==> config.mk <==
export PLATFORM = sky130hd
export DESIGN_NAME = mul_shift_add_seq
export DESIGN_NICKNAME = d
export VERILOG_FILES = /design/src/rtl/mul_shift_add_seq.sv
export SDC_FILE = /design/constraint.sdc
export NUM_CORES = 1
export LEC_CHECK = 0
export BUFFER_PORTS_ARGS = -buffer_cell sky130_fd_sc_hd__clkbuf_2
export CAP_MARGIN = 20
export CORE_ASPECT_RATIO = 0.6
export CORE_MARGIN = 2
export CORE_UTILIZATION = 30
export CTS_BUF_LIST = sky130_fd_sc_hd__clkbuf_8
export DETAILED_ROUTE_END_ITERATION = 8
export MAX_ROUTING_LAYER = met4
export PLACE_DENSITY = 0.51
export SLEW_MARGIN = 20
export SYNTH_ARGS = -nofsm -noshare
export SYNTH_HDL_FRONTEND = slang
export SYNTH_SLANG_ARGS = --single-unit
export TNS_END_PERCENT = 50
==> constraint.sdc <==
create_clock -name clk -period 7.68 [get_ports clk]
set_input_delay 0 -clock clk [delete_from_list [all_inputs] [get_ports clk]]
set_output_delay 0 -clock clk [all_outputs]
set_load 0.05 [all_outputs]
==> src/rtl/mul_shift_add_seq.sv <==
`default_nettype none
// ============================================================================
// Module   : mul_shift_add_seq
// Brief    : Iterative unsigned shift-and-add multiplier, one N+1-bit add per
//            clock, 2N-bit product with start/busy/done handshake.
//            Optional macro MUL_ZERO_BYPASS_EN: zero operands finish in 1 cycle.
// Revision : 1.0 - initial release
// ============================================================================
module mul_shift_add_seq #(
    parameter int N = 32
) (
    input  logic           clk,
    input  logic           rst,
    input  logic           start,
    input  logic [N-1:0]   multiplicand,
    input  logic [N-1:0]   multiplier,
    output logic           busy,
    output logic           done,
    output logic [2*N-1:0] product
);

    localparam int CW = (N > 1) ? $clog2(N) : 1;
    localparam logic [CW-1:0] C_LAST = CW'(N - 1);

    typedef enum logic [1:0] {
        S_IDLE = 2'd0,
        S_RUN  = 2'd1,
        S_DONE = 2'd2
    } state_t;

    state_t          r_state;
    logic            r_busy;
    logic            r_done;
    logic [2*N-1:0]  r_product;
    logic [N-1:0]    r_a;
    logic [2*N-1:0]  r_p;
    logic [CW-1:0]   r_cnt;

    logic [N:0]      w_sum;
    logic [2*N-1:0]  w_p_next;
    logic            w_last;

    // The add keeps its carry; it becomes the new MSB after the right shift.
    always_comb begin
        w_sum    = {1'b0, r_p[2*N-1:N]} + (r_p[0] ? {1'b0, r_a} : {(N+1){1'b0}});
        w_p_next = {w_sum, r_p[N-1:1]};
    end

    assign w_last = (r_cnt == C_LAST);

`ifdef MUL_ZERO_BYPASS_EN
    logic w_zero;
    assign w_zero = (multiplicand == '0) || (multiplier == '0);
`endif

    always_ff @(posedge clk) begin
        if (rst) begin
            r_state   <= S_IDLE;
            r_busy    <= 1'b0;
            r_done    <= 1'b0;
            r_product <= '0;
            r_a       <= '0;
            r_p       <= '0;
            r_cnt     <= '0;
        end else begin
            case (r_state)
                S_IDLE: begin
                    r_done <= 1'b0;
                    if (start) begin
                        r_a    <= multiplicand;
                        r_p    <= {{N{1'b0}}, multiplier};
                        r_cnt  <= '0;
                        r_busy <= 1'b1;
`ifdef MUL_ZERO_BYPASS_EN
                        if (w_zero) begin
                            r_product <= '0;
                            r_done    <= 1'b1;
                            r_state   <= S_DONE;
                        end else begin
                            r_state   <= S_RUN;
                        end
`else
                        r_state <= S_RUN;
`endif
                    end
                end
                S_RUN: begin
                    r_p   <= w_p_next;
                    r_cnt <= r_cnt + 1'b1;
                    if (w_last) begin
                        r_product <= w_p_next;
                        r_done    <= 1'b1;
                        r_state   <= S_DONE;
                    end
                end
                S_DONE: begin
                    r_busy  <= 1'b0;
                    r_done  <= 1'b0;
                    r_state <= S_IDLE;
                end
                default: begin
                    r_busy  <= 1'b0;
                    r_done  <= 1'b0;
                    r_state <= S_IDLE;
                end
            endcase
        end
    end

    assign busy    = r_busy;
    assign done    = r_done;
    assign product = r_product;

endmodule
`default_nettype wire

After elaboration in Yosys (flattened, before gate mapping)
Index checks and enable logic that the tools add are counted.
{ "op_classes": {"reduce_logical": 8, "n_eq_ne": 4, "n_addsub": 2, "mux": 10, "n_bitwise": 1} }
{ "op_table": {"columns": ["operator", "n"], "rows": [
  ["$pmux 64 s2", 1],
  ["$mux 64", 1],
  ["$add 32x32->33", 1],
  ["$mux 32", 1],
  ["$pmux 5 s2", 1],
  ["$reduce_and 2->1", 5],
  ["$add 5x1->5 const B", 1],
  ["$eq 5x5->1 const B", 1],
  ["$mux 5", 1],
  ["$mux 2", 2],
  ["$ne 2x2->1 const B", 2],
  ["$pmux 2 s2", 1],
  ["$eq 2x1->1 const B", 1],
  ["$logic_not 2->1", 1],
  ["$pmux 1 s2", 1],
  ["$reduce_bool 2->1", 1],
  ["$reduce_or 2->1", 1],
  ["$mux 1", 1],
  ["$not 1->1", 1]
]} }
{ "word_totals": {"elab_cells": 32, "ff_bits": 169, "inputBits": 67} }

Longest topological paths before layout
Gate-level depths: netlist (run 1).
{ "logic_depth": {"depth_word": 3, "mapped_depth": 12} }

Worst setup path after synthesis (run 1)
OpenSTA, ideal clock, no wires.
{ "synth_path": {"path_type": "reg-to-reg", "startpoint": "register r_p[0]", "endpoint": "register r_product[47] (netlist: product[47])", "path_slack_ps": 5104, "setup_ps": 74, "period_less_slack_ps": 2576, "n_path_buf": 1, "t_required_ps": 7606, "arrival_time_ps": 2502, "stages_incl_launch_ff": 11, "path_cell_list": "dfxtp_1 -> clkbuf_1 -> and2_1 -> ha_1 -> nor2b_1 -> o31a_1 -> o211ai_2 -> nand2_1 -> a221o_1 -> or4_1 -> a31oi_1"} }
{ "synth_via": {"elab_chain_len": 2} }
{ "synth_lines": {"columns": ["item", "line", "text"], "rows": [
  ["start, declared", "36", "logic [2*N-1:0] r_p;"],
  ["start signal, assigned", "71", "r_p <= {{N{1'b0}}, multiplier};"],
  ["start signal, assigned", "88", "r_p <= w_p_next;"],
  ["$mux 32", "45", "w_sum = {1'b0, r_p[2*N-1:N]} + (r_p[0] ? {1'b0, r_a} : {(N+1){1'b0}});"],
  ["$add 32x32->33", "45", null],
  ["end signal, assigned", "91", "r_product <= w_p_next;"],
  ["end, declared", "34", "logic [2*N-1:0] r_product;"]
]} }
Every way passes these cells.
A chain may end at the register's enable or synchronous reset.

Worst setup path in the final report (run 1)
{ "layout_path": {"startpoint": "register r_p[0]", "endpoint": "register r_p[55]"} }
{ "layout_via": {"elab_chain_len": 3} }
{ "layout_lines": {"columns": ["item", "line", "text"], "rows": [
  ["$mux 32", "45", null],
  ["$add 32x32->33", "45", null],
  ["$pmux 64 s2", "66", "case (r_state)"]
]} }
Every way passes these cells.

==> impl_table.tex, run 1 <==
\begin{tabular}{lr}
\hline
Metric & Value \\
\hline
\multicolumn{2}{l}{\textbf{Die}} \\
\quad Die width & between 200 and 250 µm \\
\quad Die height & $\sim$130 µm \\
\quad Starting density of the core & between 30\% and 40\% \\
\quad Number of placement rows & 46 \\
\quad Floorplan core area & 0.0262 mm² \\
\quad Die Area & about 0.028 mm² \\
\quad \# IOs & 133 \\
\multicolumn{2}{l}{\textbf{Routing}} \\
\quad DRT antenna net count & 0 \\
\quad Wire length after detailed routing & roughly 24000 µm \\
\quad Count of vias placed by the detailed router & just over 7000 \\
\quad Routed wirelength normalized by instance count & around 16 µm \\
\quad DR vias/cell & approximately 4.9 \\
\quad Pre-antenna DRT Iters & 5 \\
\quad Initial DRC Count & between 400 and 500 \\
\quad Total DRC errors in the routed layout & 0 \\
\multicolumn{2}{l}{\textbf{Worst setup path}} \\
\quad Kind of end point of the critical path & register \\
\quad Critical setup path kind & reg2reg \\
\quad Endpoint of the lowest-slack register-to-register path & r\_p[55] \\
\quad Startpoint type of the worst setup path & register \\
\quad Launch point of the worst reg-to-reg path & r\_p[0] \\
\quad Crit path arrival time & around 3700 ps \\
\quad Worst-case reg-to-reg path depth & 12 \\
\quad Required time worst endpoint & around 8100 ps \\
\quad Reg-to-reg slack, setup & roughly 4400 ps \\
\quad Top fanout value on the critical path & 33 \\
\multicolumn{2}{l}{\textbf{Cells and area}} \\
\quad Layout fillers & approximately 2700 \\
\quad Growth of design area from synthesis to finish & 26.0\% \\
\quad Antenna fix cells & 0 \\
\quad Cell area after layout & between 0.009 and 0.01 mm² \\
\quad Number of standard cells in the final layout excluding fillers & 1496 \\
\quad Nets & between 1000 and 1500 \\
\quad Share of cells above drive strength 1 & $\sim$17\% \\
\multicolumn{2}{l}{\textbf{Power}} \\
\quad Internal Power & 1.29 mW \\
\quad Power share of the clock group & about 38\% \\
\quad Net switching power & roughly 500 µW \\
\quad Static Leak & roughly 4.3 nW \\
\quad Reg power frac & a little over half \\
\quad Max rail drop VDD & approximately 0.000096 V \\
\quad Switching Fraction & between 20\% and 30\% \\
\quad Power Dens Cells & 179 mW/mm² \\
\quad Logic gate share of total power & between 10\% and 20\% \\
\multicolumn{2}{l}{\textbf{Logic synthesis}} \\
\quad Mapped Avg Cell Area & between 8 and 9 µm² \\
\quad Cell types occupying the most area after synthesis & sky130\_fd\_sc\_hd\_\_dfxtp\_1 (43\%), sky130\_fd\_sc\_hd\_\_nand2\_1 (9.5\%), sky130\_fd\_sc\_hd\_\_a21oi\_1 (6.1\%) \\
\quad Sequential-to-total area share from yosys stat & between 40\% and 50\% \\
\quad Mapped Area & 0.00792 mm² \\
\quad Most frequent cells after synthesis & sky130\_fd\_sc\_hd\_\_nand2\_1 (200), sky130\_fd\_sc\_hd\_\_dfxtp\_1 (169), sky130\_fd\_sc\_hd\_\_a21oi\_1 (97) \\
\quad Number of enable-type register cells in the synthesized netlist & 0 \\
\quad Primary flip-flop cell chosen by synthesis mapping & sky130\_fd\_sc\_hd\_\_dfxtp\_1 \\
\quad Unique cell type count in the Yosys netlist & 54 \\
\quad Number of instances in the synthesized netlist & 961 \\
\quad Async set-reset flop share out of synthesis & 0\% \\
\quad Flip-flop and latch count after synthesis & between 150 and 200 \\
\quad Yosys warning count & 0 \\
\quad Post-synth top area share & between 40\% and 50\% \\
\quad Syn Nets & about 1100 \\
\quad Cell with the most instances after synthesis & sky130\_fd\_sc\_hd\_\_nand2\_1 \\
\quad Synth area leader & sky130\_fd\_sc\_hd\_\_dfxtp\_1 \\
\multicolumn{2}{l}{\textbf{Timing}} \\
\quad Summed negative setup slack over all endpoints & 0 ps \\
\quad Hold Vio Cnt, Final & 0 \\
\quad Final setup violation count & 0 \\
\quad Worst Setup Slack, final & 4400 ps \\
\quad Worst rel slew slack & between 20\% and 30\% \\
\quad Final setup skew & around 16 ps \\
\quad Post-layout minimum cycle time & between 3000 and 4000 ps \\
\quad Number of pins with negative max-slew slack in the final report & 0 \\
\quad Highest clock frequency the design can meet & slightly above 300 MHz \\
\quad Final cycle utilization of the critical path & 42.7\% \\
\quad Unrepaired setup endpoints after global routing & false \\
\quad Worst Tran Pin Value & approximately 1100 ps \\
\multicolumn{2}{l}{\textbf{Placed design}} \\
\quad Gpl congestion & roughly 0.87 \\
\quad IO buf count & about 130 \\
\quad Number of cells in the design after placement & approximately 1400 \\
\quad Post-place setup slack & between 4000 and 5000 ps \\
\quad Post-detail-place hpwl & between 15000 and 20000 µm \\
\quad Standard cell area after detailed placement & around 0.0089 mm² \\
\multicolumn{2}{l}{\textbf{Hold path}} \\
\quad Hold path startpoint & multiplicand[5] \\
\quad Worst Hold Endpoint & r\_a[5] \\
\quad Hold Crit Class & in2reg \\
\quad Number of cells on the worst hold path & 4 \\
\multicolumn{2}{l}{\textbf{Global route}} \\
\quad Largest net degree at the start of global routing & 83 \\
\quad GRT Overall Usage & a little under a fifth \\
\quad Via count of the first global-routing pass & between 6000 and 7000 \\
\quad Final global-route overflow total & 0 \\
\quad Wire length of the first global-routing pass & 38200 µm \\
\quad Initial antenna violation count & 0 \\
\multicolumn{2}{l}{\textbf{Clock tree}} \\
\quad Post-CTS Hold Fix Bufs & between 60 and 70 \\
\quad Number of buffers between clock root and the deepest sink & 2 \\
\quad Clock Latency Late Sink & 510 ps \\
\quad Number of resized instances in the post-cts repair step & 0 \\
\quad CTS root buffer & sky130\_fd\_sc\_hd\_\_clkbuf\_8 \\
\quad CTS Buf Count & 17 \\
\quad Total number of clock tree sinks & 169 \\
\quad Setup Fix Bufs, Post-CTS & 0 \\
\quad TritonCTS clock tree & built \\
\quad Clock-pin slew reported for the worst setup and hold paths after clock tree synthesis & approximately 100 ps \\
\quad Maximum level of the CTS H-tree & 4 \\
\multicolumn{2}{l}{\textbf{Flow run}} \\
\quad Number of maximum-capacitance violations & 0 \\
\multicolumn{2}{l}{\textbf{Run status}} \\
\quad Run status & completed \\
\hline
\end{tabular}
==> per-layer routing <==
layer	routed length (µm)	vias to the layer above	global-route usage [%]
li1	-	3705	-
met1	13700	3371	27.9
met2	9280	167	24.1
met3	1080	20	3.39
met4	280	0	5.15
met5	0	-	-
==> power groups by stage <==
stage                     clock [mW]  combinational [mW]  sequential, mW
after floorplan                    0               0.101           0.941
after global placement             0               0.150           0.951
after detailed placement           0               0.151           0.952
after CTS                      0.694               0.180           0.931
after global routing           0.734               0.199           0.936
final                          0.674               0.178           0.932
==> worst max-delay path by stage <==
stage	endpoint	cells after the start	slack (ps)	start
finish	r_p[55]	12	4400	r_p[0]
detailed placement	r_p[55]	12	4050	r_p[0]
floorplan	product[47]	10	5100	r_p[0]
CTS	r_p[55]	12	4030	r_p[0]
global route	r_p[62]	11	4110	r_p[0]
global placement	product[59]	12	4150	r_p[0]
==> kinds of logic (layout without fill, tap and decap cells) <==
group,count (synthesis),in the layout,share of synthesized area (%)
AND/OR/NAND/NOR,380,380,21.3
AO/OA/AOI/OAI,268,268,23.3
flip-flops,169,169,42.7
buffers and inverters,82,257,4.06
adder cells (fa/ha/maj),35,35,5.62
XOR/XNOR,27,27,2.98
==> sequential cells by signal, indices dropped and copies added, names as in the netlist <==
| signal | count |
|---|---|
| busy | 1 |
| done | 1 |
| product | 64 |
| r_a | 32 |
| r_cnt | 5 |
| r_p | 64 |
| r_state | 2 |
==> layout by cell type (no fill, tap or decap), drive strengths merged, types with 7 or more instances in the layout <==
cell	n
nand2	200
dfxtp	169
clkbuf	149
a21oi	97
nor2	71
dlygate4sd3	68
a22o	54
ha	34
and2	32
a311oi	32
o21ai	26
nand3	24
inv	18
xnor2	17
buf	12
a21o	11
xor2	10
nand3b	8
a211oi	8
and3	7
o21a	7
o211ai	7
nor3	7
clkinv	7
==> area by class of cell <==
| cell class | count | area [µm²] | area share [%] |
|---|---|---|---|
| inverters | 14 | 52.6 | 0.526 |
| flip-flops and latches | 169 | 3380 | 33.9 |
| well taps | 360 | 450 | 4.51 |
| multi-input cells | 710 | 4250 | 42.5 |
| clock buffers | 18 | 248 | 2.48 |
| repair buffers | 211 | 1440 | 14.4 |
| clock inverters | 14 | 165 | 1.65 |
==> metrics by stage <==
| step | power (mW) | hold WS [ps] | util [%] |
|---|---|---|---|
| final | 1.78 | 262 | 38.1 |
| after global routing | 1.87 | 258 | 38.1 |
| after CTS | 1.81 | 232 | 38.1 |
| after detailed placement | 1.10 | 228 | 33.9 |
| after global placement | 1.10 | 227 | 33.9 |
| after floorplan | 1.04 | 136 | - |
==> critical path, cell delays in order (launching register included) <==
cell	delay (ps)
sky130_fd_sc_hd__dfxtp_2	710
sky130_fd_sc_hd__and2_1	220
sky130_fd_sc_hd__ha_1	160
sky130_fd_sc_hd__inv_1	60
sky130_fd_sc_hd__fa_1	410
sky130_fd_sc_hd__nor2b_1	170
sky130_fd_sc_hd__o31a_1	230
sky130_fd_sc_hd__o211ai_2	130
sky130_fd_sc_hd__a21oi_1	280
sky130_fd_sc_hd__a41o_1	330
sky130_fd_sc_hd__a31o_2	220
sky130_fd_sc_hd__xnor2_1	120
sky130_fd_sc_hd__o21ai_0	100
No activity file was read; power rests on OpenSTA's default activity.
==> run 2: changes to the inputs <==
Clock period 7.68 ns to 3.3 ns, I/O delays scaled along.
==> impl_table.tex, run 2 (synthesis gave the netlist of run 1 again) <==
\begin{tabular}{lr}
\hline
Metric & Value \\
\hline
\multicolumn{2}{l}{\textbf{Global route}} \\
\quad Initial antenna violation count & 1 (+1) \\
\quad GRT Overall Usage & 18.6\% (+0.20 points) \\
\quad Final global-route overflow total & 0 (unchanged) \\
\quad Largest net degree at the start of global routing & 67 (-19\%) \\
\quad Via count of the first global-routing pass & 6797 (-0.59\%) \\
\quad Wire length of the first global-routing pass & 38500 µm (+0.99\%) \\
\multicolumn{2}{l}{\textbf{Die}} \\
\quad Number of placement rows & 46 (unchanged) \\
\quad Starting density of the core & 30.3\% (unchanged) \\
\quad \# IOs & 133 (unchanged) \\
\quad Floorplan core area & 0.0262 mm² (unchanged) \\
\quad Die Area & 0.0278 mm² (unchanged) \\
\quad Die height & 130 µm (unchanged) \\
\quad Die width & 214 µm (unchanged) \\
\multicolumn{2}{l}{\textbf{Clock tree}} \\
\quad Clock-pin slew reported for the worst setup and hold paths after clock tree synthesis & 100 ps (about the same) \\
\quad CTS Buf Count & 17 (unchanged) \\
\quad CTS root buffer & sky130\_fd\_sc\_hd\_\_clkbuf\_8 \\
\quad Maximum level of the CTS H-tree & 4 (unchanged) \\
\quad TritonCTS clock tree & built \\
\quad Clock Latency Late Sink & 490 ps (-20 ps) \\
\quad Number of buffers between clock root and the deepest sink & 2 (unchanged) \\
\quad Total number of clock tree sinks & 169 (unchanged) \\
\multicolumn{2}{l}{\textbf{Run status}} \\
\quad Run status & completed \\
\multicolumn{2}{l}{\textbf{Worst setup path}} \\
\quad Largest incremental delay on the critical path & 440 ps (-270 ps) \\
\quad Required time worst endpoint & 3690 ps (-4380 ps) \\
\quad Crit path arrival time & 3360 ps (-310 ps) \\
\quad Chain of cells forming the critical path & buf\_4 > and2\_1 > ha\_1 > nand4\_1 > or3\_1 > a211oi\_1 > o21ai\_1 > o41ai\_2 > xor2\_1 > a22o\_1 \\
\quad Top fanout value on the critical path & 20 (-39\%) \\
\quad Slowest stage cell, crit path & sky130\_fd\_sc\_hd\_\_ha\_1 \\
\quad Kind of end point of the critical path & register \\
\quad Gate family responsible for the most delay along the worst path & compound AO/OA/AOI/OAI gates \\
\quad Startpoint type of the worst setup path & register \\
\quad Critical setup path kind & reg2reg \\
\quad Critical path buffer and inverter count & 1 (unchanged) \\
\multicolumn{2}{l}{\textbf{Power}} \\
\quad Power Dens Cells & 399 mW/mm² (+120\%) \\
\quad Max rail drop VDD & 0.000250 V (+160\%) \\
\quad Static Leak & 4.37 nW (+2.4\%) \\
\multicolumn{2}{l}{\textbf{Timing}} \\
\quad Final cycle utilization of the critical path & 90.0\% (+47 points) \\
\quad Worst Tran Pin Value & 1030 ps (-93.0 ps) \\
\quad Post-layout minimum cycle time & 2970 ps (-312 ps) \\
\quad Highest clock frequency the design can meet & 337 MHz (+10\%) \\
\quad Final setup violation count & 0 (unchanged) \\
\quad Hold Vio Cnt, Final & 0 (unchanged) \\
\quad Number of pins with negative max-slew slack in the final report & 0 (unchanged) \\
\quad Summed negative setup slack over all endpoints & 0 ps (unchanged) \\
\quad Worst rel slew slack & 31.4\% (+6.2 points) \\
\quad Final setup skew & 11.2 ps (-4.76 ps) \\
\quad Unrepaired setup endpoints after global routing & false \\
\multicolumn{2}{l}{\textbf{Cells and area}} \\
\quad Most common library cell in the layout ignoring fill and taps & sky130\_fd\_sc\_hd\_\_nand2\_1 \\
\quad Share of cells above drive strength 1 & 16.8\% (-0.10 points) \\
\quad Cell area after layout & 0.0101 mm² (+1.6\%) \\
\quad Nets & 1244 (+1.6\%) \\
\quad Growth of design area from synthesis to finish & 28.1\% \\
\quad Layout fillers & 2720 (+0.44\%) \\
\quad Antenna fix cells & 0 (unchanged) \\
\quad Leading cell types in the layout, fill and taps excluded & sky130\_fd\_sc\_hd\_\_nand2\_1 (200), sky130\_fd\_sc\_hd\_\_dfxtp\_1 (169), sky130\_fd\_sc\_hd\_\_clkbuf\_2 (131) \\
\multicolumn{2}{l}{\textbf{Routing}} \\
\quad Total DRC errors in the routed layout & 0 (unchanged) \\
\quad Pre-antenna DRT Iters & 5 (unchanged) \\
\quad DRT antenna net count & 0 (unchanged) \\
\quad Routed wirelength normalized by instance count & 16.2 µm (-0.49\%) \\
\quad DR vias/cell & 4.87 (+0.21\%) \\
\quad Initial DRC Count & 484 (+4.5\%) \\
\quad Wire length after detailed routing & 24500 µm (+0.77\%) \\
\quad Count of vias placed by the detailed router & 7371 (+1.5\%) \\
\multicolumn{2}{l}{\textbf{Placed design}} \\
\quad Gpl congestion & 0.895 (+2.8\%) \\
\quad IO buf count & 132 (unchanged) \\
\quad Standard cell area after detailed placement & 0.00894 mm² (+0.62\%) \\
\quad Post-detail-place hpwl & 17000 µm (+1.4\%) \\
\multicolumn{2}{l}{\textbf{Hold path}} \\
\quad Hold Crit Class & in2reg \\
\multicolumn{2}{l}{\textbf{Flow run}} \\
\quad Number of maximum-capacitance violations & 0 (unchanged) \\
\hline
\end{tabular}
## run 2: cell types whose count changed in the layout (fill, tap and decap cells not counted), moves of 2 or more
cell,delta
sky130_fd_sc_hd__buf_12,+2
sky130_fd_sc_hd__inv_6,+2
sky130_fd_sc_hd__clkinv_2,-2
sky130_fd_sc_hd__buf_4,+2
sky130_fd_sc_hd__dlygate4sd3_1,+15
sky130_fd_sc_hd__bufinv_16,-2
## run 2: worst reg2reg max path: stages (launching register included)
cell and delay, ps:
sky130_fd_sc_hd__dfxtp_1 330, sky130_fd_sc_hd__buf_4 200, sky130_fd_sc_hd__and2_1 160, sky130_fd_sc_hd__ha_1 440
sky130_fd_sc_hd__nand4_1 200, sky130_fd_sc_hd__or3_1 360, sky130_fd_sc_hd__a211oi_1 190, sky130_fd_sc_hd__o21ai_1 180
sky130_fd_sc_hd__o41ai_2 430, sky130_fd_sc_hd__xor2_1 160, sky130_fd_sc_hd__a22o_1 220
## run 2: path summary, 6_finish.rpt
path	start	to	slack, ps	cells past startpoint
min	multiplicand[28]	r_a[28]	270	4
min reg2reg	r_a[27]	r_a[27]	460	2
max	r_p[0]	product[60]	330	10
max reg2reg	r_p[0]	product[60]	330	10
## run 2: area by class of cell
type                    count  area (µm²)  share of cell area [%]
multi-input cells         710        4250                    41.8
flip-flops and latches    169        3380                    33.3
clock inverters            13         110                    1.09
repair buffers            230        1640                    16.2
well taps                 360         450                    4.44
inverters                  14        52.6                   0.518
clock buffers              19         262                    2.58
## run 2: layer usage
metal	track usage, %	wire, µm
met3	3.95	1290
met5	-	0
met1	27.8	13500
met2	24.5	9410
met4	5.07	286
## run 2: timing repair
| item | CTS | global route |
|---|---|---|
| hold buffers | 83 | 0 |
| hold endpoints to repair | 83 | 0 |
| endpoints found under the setup margin | 0 | 0 |
| resized for setup | 0 | 0 |
| buffers inserted | 0 | 0 |
## run 2: per-stage QoR
step / utilization, % / instances / total power, mW / setup slack [ps] / hold slack, ps
4_1_cts: 38.7 / 1515 / 4.10 / 339 / 228
3_3_place_gp: 34.2 / 1400 / 2.57 / 355 / 225
2_1_floorplan: - / 961 / 2.43 / 724 / 136
5_1_grt: 38.7 / 1515 / 4.24 / 153 / 260
6_report: 38.7 / 1515 / 4.05 / 330 / 275
3_5_place_dp: 34.2 / 1400 / 2.58 / 366 / 228
## run 2: report_power, final
part	switching, mW	leakage, nW	internal, mW	total [mW]
Combinational	0.259	2.81	0.190	0.448
Sequential	0.0509	1.37	2.11	2.16
Clock	0.857	0.191	0.583	1.44
Total	1.17	4.37	2.88	4.05
==> run 3: changes to the inputs <==
Settings changed: CELL_PAD_IN_SITES_DETAIL_PLACEMENT from default to 0, CELL_PAD_IN_SITES_GLOBAL_PLACEMENT from default to 2, GPL_TIMING_DRIVEN from default to 0, PLACE_DENSITY 0.51 to 0.76, REMOVE_ABC_BUFFERS from default to 1.
==> impl_table.tex, run 3 (synthesis gave the netlist of run 1 again) <==
\begin{tabular}{lr}
\hline
Metric & Value \\
\hline
\multicolumn{2}{l}{\textbf{Worst setup path}} \\
\quad Kind of end point of the critical path & register \\
\quad Crit path arrival time & 3390 ps (+30 ps) \\
\quad Required time worst endpoint & 3670 ps (-20 ps) \\
\quad Startpoint type of the worst setup path & register \\
\quad Top fanout value on the critical path & 18 (-10\%) \\
\quad Worst-case reg-to-reg path depth & 10 (unchanged) \\
\quad Critical setup path kind & reg2reg \\
\multicolumn{2}{l}{\textbf{Clock tree}} \\
\quad TritonCTS clock tree & built \\
\quad Clock-pin slew reported for the worst setup and hold paths after clock tree synthesis & 90 ps (about the same) \\
\quad Maximum level of the CTS H-tree & 4 (unchanged) \\
\quad Total number of clock tree sinks & 169 (unchanged) \\
\quad CTS root buffer & sky130\_fd\_sc\_hd\_\_clkbuf\_8 \\
\quad Number of buffers between clock root and the deepest sink & 2 (unchanged) \\
\quad Clock Latency Late Sink & 490 ps (about the same) \\
\quad CTS Buf Count & 17 (unchanged) \\
\multicolumn{2}{l}{\textbf{Timing}} \\
\quad Final setup skew & 19.3 ps (+8.07 ps) \\
\quad Summed negative setup slack over all endpoints & 0 ps (unchanged) \\
\quad Unrepaired setup endpoints after global routing & false \\
\quad Worst Tran Pin Value & 877 ps (-148 ps) \\
\quad Final cycle utilization of the critical path & 91.3\% (+1.3 points) \\
\quad Hold Vio Cnt, Final & 0 (unchanged) \\
\quad Post-layout minimum cycle time & 3010 ps (+42.8 ps) \\
\quad Number of pins with negative max-slew slack in the final report & 0 (unchanged) \\
\quad Worst rel slew slack & 41.5\% (+10 points) \\
\quad Highest clock frequency the design can meet & 332 MHz (-1.4\%) \\
\quad Final setup violation count & 0 (unchanged) \\
\multicolumn{2}{l}{\textbf{Cells and area}} \\
\quad Leading cell types in the layout, fill and taps excluded & sky130\_fd\_sc\_hd\_\_nand2\_1 (199), sky130\_fd\_sc\_hd\_\_dfxtp\_1 (168), sky130\_fd\_sc\_hd\_\_clkbuf\_2 (131) \\
\quad Number of standard cells in the final layout excluding fillers & 1535 (+1.3\%) \\
\quad Share of cells above drive strength 1 & 17.5\% (+0.74 points) \\
\quad Final design utilization & 40.1\% (+1.4 points) \\
\quad Layout fillers & 2761 (+1.5\%) \\
\quad Antenna fix cells & 0 (unchanged) \\
\quad FF+latch area & 0.00339 mm² (+0.11\%) \\
\quad Multi-input gate area & 0.00427 mm² (+0.50\%) \\
\quad Most common library cell in the layout ignoring fill and taps & sky130\_fd\_sc\_hd\_\_nand2\_1 \\
\quad Growth of design area from synthesis to finish & 32.7\% \\
\quad Nets & 1266 (+1.8\%) \\
\multicolumn{2}{l}{\textbf{Placed design}} \\
\quad Number of cells in the design after placement & 1404 (+0.29\%) \\
\quad Gpl congestion & 0.887 (-0.93\%) \\
\quad IO buf count & 132 (unchanged) \\
\quad Post-detail-place hpwl & 17100 µm (+0.28\%) \\
\multicolumn{2}{l}{\textbf{Routing}} \\
\quad Count of vias placed by the detailed router & 7441 (+0.95\%) \\
\quad Initial DRC Count & 416 (-14\%) \\
\quad Total DRC errors in the routed layout & 0 (unchanged) \\
\quad Pre-antenna DRT Iters & 5 (unchanged) \\
\quad DRT antenna net count & 0 (unchanged) \\
\quad DR vias/cell & 4.85 (-0.37\%) \\
\quad Routed wirelength normalized by instance count & 16.0 µm (-0.77\%) \\
\quad Wire length after detailed routing & 24600 µm (+0.54\%) \\
\multicolumn{2}{l}{\textbf{Hold path}} \\
\quad Number of cells on the worst hold path & 4 (unchanged) \\
\quad Hold Crit Class & in2reg \\
\multicolumn{2}{l}{\textbf{Die}} \\
\quad Starting density of the core & 30.3\% (unchanged) \\
\quad Number of placement rows & 46 (unchanged) \\
\quad Die height & 130 µm (unchanged) \\
\quad Die width & 214 µm (unchanged) \\
\quad Floorplan core area & 0.0262 mm² (unchanged) \\
\quad \# IOs & 133 (unchanged) \\
\quad Die Area & 0.0278 mm² (unchanged) \\
\multicolumn{2}{l}{\textbf{Global route}} \\
\quad GRT Overall Usage & 18.5\% (-0.093 points) \\
\quad Via count of the first global-routing pass & 6953 (+2.3\%) \\
\quad Largest net degree at the start of global routing & 67 (unchanged) \\
\quad Initial antenna violation count & 0 (-1) \\
\quad Final global-route overflow total & 0 (unchanged) \\
\quad Wire length of the first global-routing pass & 38400 µm (-0.39\%) \\
\multicolumn{2}{l}{\textbf{Power}} \\
\quad Power Dens Cells & 402 mW/mm² (+0.84\%) \\
\quad Static Leak & 4.54 nW (+3.8\%) \\
\quad Power, Total & 4.23 mW (+4.5\%) \\
\quad Max rail drop VDD & 0.000198 V (-21\%) \\
\multicolumn{2}{l}{\textbf{Run status}} \\
\quad Run status & completed \\
\multicolumn{2}{l}{\textbf{Flow run}} \\
\quad Number of maximum-capacitance violations & 0 (unchanged) \\
\hline
\end{tabular}
run 3: cell count changes in the layout (fill, tap and decap cells not counted), sizes merged:
| cell | before | now |
|---|---|---|
| buf | 16 | 20 |
| bufinv | 0 | 2 |
| clkbuf | 150 | 153 |
| clkinv | 3 | 2 |
| dlygate4sd3 | 83 | 100 |
| inv | 22 | 17 |
run 3: timing repair:
item,in CTS,in global routing
resized for setup,1,3
endpoints found under the hold margin,69,0
hold buffers,100,0
buffers inserted,0,1
cloned,0,0
endpoints found under the setup margin,8,17
run 3: layout make-up:
class                      instances  share of cell area, %
clock buffer                      21                   2.75
clock inverter                     9                   1.11
inverter                          14                  0.500
multi-input combinational        710                   40.6
sequential                       169                   32.2
tap                              360                   4.28
timing repair buffer             252                   18.6
run 3: layer usage:
metal	routed length [µm]	up-vias	part of all wire (%)	GRT usage [%]
met2	9880	121	40	25.0
met4	216	0	0.88	4.49
met3	1020	15	4.1	4.02
met5	0	-	0	-
met1	13500	3513	55	27.3
li1	-	3792	-	-
run 3: path summary, 6_finish.rpt:
check                  start           to  slack (ps)
max                   r_p[0]  product[60]         290
max reg2reg           r_p[0]  product[60]         290
min reg2reg           r_a[0]       r_a[0]         450
min          multiplicand[6]       r_a[6]         280
run 3: where the power goes:
part | internal, mW | leakage, nW | switching (mW) | total (mW)
logic | 0.242 | 2.96 | 0.267 | 0.508
registers | 2.11 | 1.37 | 0.0524 | 2.16
clock network | 0.752 | 0.204 | 0.807 | 1.56
total | 3.10 | 4.54 | 1.13 | 4.23
run 3: critical path, stage by stage (launching register included):
cell and delay (ps):
sky130_fd_sc_hd__dfxtp_4 430, sky130_fd_sc_hd__and2_1 190, sky130_fd_sc_hd__ha_1 450, sky130_fd_sc_hd__nand3_1 230
sky130_fd_sc_hd__or3_1 440, sky130_fd_sc_hd__nor2_1 210, sky130_fd_sc_hd__or3_1 140, sky130_fd_sc_hd__o21ai_1 80
sky130_fd_sc_hd__o41ai_2 370, sky130_fd_sc_hd__xor2_1 140, sky130_fd_sc_hd__a22o_1 210
run 3: stage by stage:
stage	setup slack [ps]	hold slack (ps)	area [µm²]
finish	287	282	10500
global route	35.0	261	10500
CTS	64.1	235	10500
detailed placement	-62.5	231	9070
global placement	-9290	228	8770
floorplan	-2460	69.1	7650
